$ cat src/rtl/exu_lsu_pkg.sv
// exu_lsu_pkg: shared encodings for the load/store sequencer.
// Holds the FSM state type, load-type and byte-enable constants,
// and the misalignment rule.
package exu_lsu_pkg;

    typedef enum logic [1:0] {IDLE, REQ, RSP, DONE} state_t;

    localparam logic [3:0] RDT_B  = 4'b0001;
    localparam logic [3:0] RDT_H  = 4'b0010;
    localparam logic [3:0] RDT_W  = 4'b0100;
    localparam logic [3:0] RDT_U  = 4'b1000;

    localparam logic [3:0] BE_W   = 4'b1111;
    localparam logic [3:0] BE_HLO = 4'b0011;
    localparam logic [3:0] BE_HHI = 4'b1100;

    // Stores are sized by their lane-shifted byte enables; loads by rdtype.
    function automatic logic misaligned(input logic store, input logic [3:0] be,
                                        input logic [3:0] rdtype, input logic [1:0] off);
        return ((store ? (be == BE_HLO || be == BE_HHI) : (rdtype & RDT_H) != 4'b0) & off[0])
             | ((store ? (be == BE_W) : (rdtype & RDT_W) != 4'b0) & (off != 2'b00));
    endfunction

endpackage

$ cat src/rtl/exu_lsu_ldext.sv
// exu_lsu_ldext: load data alignment and extension.
// Ports: rdata (bus word), offset (byte address bits [1:0]),
//        rdtype ([2:0] one-hot B/H/W, [3] unsigned), data (extended result).
module exu_lsu_ldext (
    input  logic [31:0] rdata,
    input  logic [1:0]  offset,
    input  logic [3:0]  rdtype,
    output logic [31:0] data
);
    logic [31:0] sh;
    logic        sx;
    always_comb begin
        sh   = rdata >> {offset, 3'b000};
        sx   = ~rdtype[3];
        // one-hot OR-mux; an empty size field yields zero
        data = ({32{rdtype[0]}} & {{24{sx & sh[7]}}, sh[7:0]})
             | ({32{rdtype[1]}} & {{16{sx & sh[15]}}, sh[15:0]})
             | ({32{rdtype[2]}} & sh);
    end
endmodule

$ cat src/rtl/exu_lsu_ctrl.sv
// exu_lsu_ctrl: load/store sequencer between the ALU/AGU stage and the data bus.
// Ports: i_clk/i_rst (async high reset); i_mem_* / i_data_be / i_rd_* request
//        from the ALU; o_stall back-pressure; o_bus_* / i_bus_* valid-ready
//        request and response phases; o_wb_* rd writeback; o_misalign_exc and
//        o_bus_err_exc one-cycle exception pulses.
module exu_lsu_ctrl
    import exu_lsu_pkg::*;
#(
    parameter int TIMEOUT_CYCLES = 255,
    parameter int TIMEOUT_W      = 8
) (
    input  logic        i_clk,
    input  logic        i_rst,
    input  logic        i_mem_wen,
    input  logic        i_mem_ren,
    input  logic [31:0] i_mem_addr,
    input  logic [31:0] i_mem_wdata,
    input  logic [3:0]  i_data_be,
    input  logic [3:0]  i_mem_rdtype,
    input  logic        i_rd_wen,
    input  logic [4:0]  i_rd_addr,
    output logic        o_stall,
    output logic        o_bus_req_valid,
    input  logic        i_bus_req_ready,
    output logic        o_bus_we,
    output logic [31:0] o_bus_addr,
    output logic [31:0] o_bus_wdata,
    output logic [3:0]  o_bus_be,
    input  logic        i_bus_rsp_valid,
    input  logic [31:0] i_bus_rsp_rdata,
    input  logic        i_bus_rsp_err,
    output logic        o_wb_valid,
    output logic [4:0]  o_wb_addr,
    output logic [31:0] o_wb_data,
    output logic        o_misalign_exc,
    output logic        o_bus_err_exc
);
    localparam logic [TIMEOUT_W-1:0] CNT_LAST = TIMEOUT_W'(TIMEOUT_CYCLES - 1);

    state_t               state;
    logic [TIMEOUT_W-1:0] cnt;
    logic [1:0]           off_q;
    logic [3:0]           rdtype_q;
    logic                 rd_wen_q;
    logic [31:0]          rdata_q;
    logic                 req;
    logic                 misalign;
    logic                 timeout;

    assign req      = i_mem_wen | i_mem_ren;
    assign misalign = misaligned(i_mem_wen, i_data_be, i_mem_rdtype, i_mem_addr[1:0]);
    // >= rather than == so a handshake in the last REQ cycle still times out in RSP
    assign timeout  = cnt >= CNT_LAST;
    assign o_stall  = (state == IDLE && req) || state == REQ || state == RSP;

    exu_lsu_ldext u_ldext (
        .rdata  (rdata_q),
        .offset (off_q),
        .rdtype (rdtype_q),
        .data   (o_wb_data)
    );

    always_ff @(posedge i_clk or posedge i_rst) begin
        if (i_rst) begin
            state           <= IDLE;
            cnt             <= '0;
            off_q           <= '0;
            rdtype_q        <= '0;
            rd_wen_q        <= 1'b0;
            rdata_q         <= '0;
            o_bus_req_valid <= 1'b0;
            o_bus_we        <= 1'b0;
            o_bus_addr      <= '0;
            o_bus_wdata     <= '0;
            o_bus_be        <= '0;
            o_wb_valid      <= 1'b0;
            o_wb_addr       <= '0;
            o_misalign_exc  <= 1'b0;
            o_bus_err_exc   <= 1'b0;
        end else begin
            o_wb_valid     <= 1'b0;
            o_misalign_exc <= 1'b0;
            o_bus_err_exc  <= 1'b0;
            case (state)
                IDLE: if (req) begin
                    // wen wins when both are set: the access is a store
                    o_bus_we    <= i_mem_wen;
                    o_bus_addr  <= {i_mem_addr[31:2], 2'b00};
                    o_bus_wdata <= i_mem_wdata;
                    o_bus_be    <= i_mem_wen ? i_data_be : BE_W;
                    off_q       <= i_mem_addr[1:0];
                    rdtype_q    <= i_mem_rdtype;
                    rd_wen_q    <= i_rd_wen;
                    o_wb_addr   <= i_rd_addr;
                    if (misalign) begin
                        state          <= DONE;
                        o_misalign_exc <= 1'b1;
                    end else begin
                        state           <= REQ;
                        o_bus_req_valid <= 1'b1;
                        cnt             <= '0;
                    end
                end
                REQ: if (i_bus_req_ready) begin
                    o_bus_req_valid <= 1'b0;
                    state           <= RSP;
                    cnt             <= cnt + 1'b1;
                end else if (timeout) begin
                    o_bus_req_valid <= 1'b0;
                    state           <= DONE;
                    o_bus_err_exc   <= 1'b1;
                end else begin
                    cnt <= cnt + 1'b1;
                end
                RSP: if (i_bus_rsp_valid) begin
                    rdata_q       <= i_bus_rsp_rdata;
                    state         <= DONE;
                    o_bus_err_exc <= i_bus_rsp_err;
                    o_wb_valid    <= ~o_bus_we & rd_wen_q & (|o_wb_addr) & ~i_bus_rsp_err;
                end else if (timeout) begin
                    state         <= DONE;
                    o_bus_err_exc <= 1'b1;
                end else begin
                    cnt <= cnt + 1'b1;
                end
                default: state <= IDLE;
            endcase
        end
    end
endmodule

$ cat config.mk
export PLATFORM = sky130hd
export DESIGN_NAME = exu_lsu_ctrl
export DESIGN_NICKNAME = d
export VERILOG_FILES = /design/src/rtl/exu_lsu_pkg.sv /design/src/rtl/exu_lsu_ldext.sv /design/src/rtl/exu_lsu_ctrl.sv
export SDC_FILE = /design/constraint.sdc
export NUM_CORES = 1
export LEC_CHECK = 0
export BUFFER_PORTS_ARGS = -buffer_cell sky130_fd_sc_hd__buf_2
export CELL_PAD_IN_SITES_DETAIL_PLACEMENT = 0
export CELL_PAD_IN_SITES_GLOBAL_PLACEMENT = 1
export CORE_ASPECT_RATIO = 1.4
export CORE_UTILIZATION = 36
export DETAILED_ROUTE_END_ITERATION = 8
export GPL_TIMING_DRIVEN = 1
export PLACE_DENSITY = 0.83
export SLEW_MARGIN = 20
export SYNTH_ARGS = -nofsm -noshare
export SYNTH_HDL_FRONTEND = slang
export SYNTH_SLANG_ARGS = --single-unit
$ cat constraint.sdc
create_clock -name i_clk -period 4.1 [get_ports i_clk]
set_input_delay 0.41 -clock i_clk [delete_from_list [all_inputs] [get_ports i_clk]]
set_output_delay 0.41 -clock i_clk [all_outputs]
set_load 0.005 [all_outputs]
==> impl_metrics.tcl <==
set metrics [dict create \
    fin_crit_sh 0.685 \
    finalWirelength_um 16500 \
    max_cap_violations 0 \
    final_common_cell "nand2_1" \
    power.total_mw 6.53 \
    synth-main-ff-cell "dfrtp_1" \
    avgSynthCellArea_um2 9.16 \
    synth.distinct_cells 41 \
    ant_nets 0 \
    finClkSkew_ns 0.00812 \
    cts_resized 0 \
    drc 0 \
    fmax_mhz 356 \
    syn-instance-count 636 \
    reg2reg_to "o_bus_be[0]" \
    worstHoldEndpoint "o_bus_wdata[14]" \
    critPathBufInv 1 \
    tns_ns 0 \
    setup_slack_ns 1.29 \
    grtUsageTotal 0.200 \
    cts_sinks 125 \
    grt_pass1_vias 4987 \
    setup_viol 0 \
    path_max_fanout 26 \
    synth_seq_cells 125 \
    dp_hpwl_um 11800 \
    drt-initial-drc-count 303 \
    area_delta_synth_final_pct 32.6 \
    fin_crit_ns 2.81 \
    worstSetupEndpointType "output port" \
    finalMaxSlewViolations 0 \
    grt_first_pass_wirelength_um 25700 \
    synth_enable_flop_cells 0 \
    cts_setup_buffers 0 \
    worstHoldStart "i_mem_wdata[14]" \
    place_inst 1028 \
    yosys.area.top_type_share 0.537 \
    crit_path_cell_trace "nand2_1 -> o211ai_1 -> a21o_1 -> o21ai_0 -> buf_2" \
    start_util 0.372 \
    core_area_um2 15700 \
    wl_per_cell_um 15.5 \
    rsz0062_at_grt "no" \
    rr_worst_depth 6 \
    leakagePower_nw 4.12 \
    overflow 0 \
    yosysSeqAreaShare 0.537 \
    core.rowCount 54 \
    most-common-layout-cells "nand2_1, buf_2, dfrtp_1, mux2_2, o21ai_0" \
    arrival_ns 2.40 \
    antenna-diode-count 0 \
    die_width_um 110 \
    cp_top_family "flip-flops" \
    io-pin-count 228 \
    pre_cts_slack_ns 1.78 \
    synth_area_leaders "dfrtp_1, nand2_1, mux2_2" \
    worstMarginPinSlew_ns 0.960 \
    final_hold_viol_count 0 \
    cts_tree "done" \
    r2r_setup_slack_ns 1.85 \
    vias_per_cell 4.84 \
    ctsHoldBuffers 0 \
    die_area_um2 16700 \
    vias 5132 \
    cp.required_ns 3.69 \
    p_per_area_nw_per_um2 845 \
    yosys.area.top_type "dfrtp_1" \
    r2r-start "state[1]" \
    gp_congestion 0.916 \
    peakVddDrop_mv 0.474 \
    synth_area_um2 5830 \
    numCtsBuffers 17 \
    critPathSlowestCell "dfrtp_1" \
    die_y_um 153 \
    cts_root_buf "clkbuf_16" \
    async_flop_share 1.00 \
    path_clk_slew_ns 0.06 \
    ys_warn_count 0 \
    antenna_found_initial 0 \
    io_buffers 225 \
    nNetsFinal 975 \
    cpPeakStageDelay_ns 0.95 \
    clockBufferDepth 2 \
    hp-class "in2reg" \
    status "completed" \
    crit_type "reg2out" \
    clk_latency_ns 0.41 \
    layout.cells.non_filler 1060 \
    drive_gt1_frac 0.350 \
    grt_max_degree 80 \
    slew_headroom 0.360 \
    holdPathStages 3 \
    drtPass1Iterations 4 \
    fin_hold_ws_ns 0.183 \
    start_kind "flop" \
    cts-htree-levels 4 \
]
-- routing by layer --
metal	vias to the layer above	global-route usage	part of all wire
li1	2539	-	-
met1	2362	0.240	0.42
met2	204	0.329	0.48
met3	27	0.0654	0.080
met4	0	0.0787	0.023
met5	-	0	0
-- final cells by class --
type | count | area (µm²)
Sequential cell | 125 | 3130
Timing Repair Buffer | 232 | 1180
Fill cell | 1579 | 7950
Clock buffer | 18 | 429
Inverter | 10 | 40.0
Tap cell | 196 | 245
Clock inverter | 14 | 181
Multi-Input combinational cell | 465 | 2520
-- cells by family (layout without fill, tap and decap cells) --
logic type / count (synthesis) / count (layout) / synth area share
AO/OA/AOI/OAI: 95 / 95 / 0.105
buffers and inverters: 47 / 274 / 0.0335
flip-flops: 125 / 125 / 0.537
AND/OR/NAND/NOR: 312 / 312 / 0.217
multiplexers: 49 / 49 / 0.0913
other: 1 / 2 / 0.000644
adder cells (fa/ha/maj): 7 / 7 / 0.0150
-- stage by stage --
step / util / area [µm²]
floorplan: - / 5830
global placement: 0.454 / 7120
CTS: 0.493 / 7730
finish: 0.493 / 7730
detailed placement: 0.454 / 7120
global route: 0.493 / 7730
-- how the worst max path moves through the flow --
stage,depth (start not counted),start,slack [ns],end
2_1_floorplan,1,i_rst,0.36,cnt[0]
3_3_place_gp,6,state[0],1.86,o_bus_req_valid
3_5_place_dp,5,off_q[0],1.78,o_wb_data[21]
4_1_cts,5,off_q[0],1.32,o_wb_data[21]
5_1_grt,5,off_q[0],1.04,o_wb_data[22]
6_report,5,off_q[0],1.29,o_wb_data[21]
-- state kept, by name (all words and copies together), names as in the netlist, 2 cells and up --
name,flops
off_q,2
o_bus_wdata,32
o_wb_addr,5
rdata_q,32
rdtype_q,4
cnt,8
o_bus_addr,30
state,2
o_bus_be,4
-- synthesized netlist by cell type, drive strengths merged (3+ instances only) --
cell type and instances:
clkbuf 26, a211oi 15, buf 11, o21ai 34, dfrtp 125, o21a 3, nor2b 10, nor3 3
a31oi 7, o22a 8, nor2 15, o31ai 6, a21oi 7, nand3 3, nand2b 3, o22ai 4
mux2 33, nand2 267, mux2i 16, ha 7, o31a 4, inv 10
-- where the power goes --
group,total (mW),switching [mW],internal (mW)
Clock,1.55,0.582,0.967
Sequential,2.26,0.453,1.81
Combinational,2.72,1.47,1.25
-- worst reg2reg max path, cell delays in order (launching register included) --
cell	delay, ns
dfrtp_1	0.44
inv_1	0.11
ha_1	0.46
nor2b_4	0.24
buf_4	0.64
nor2_1	0.09
a31oi_1	0.19
No activity file was read; power rests on OpenSTA's default activity.
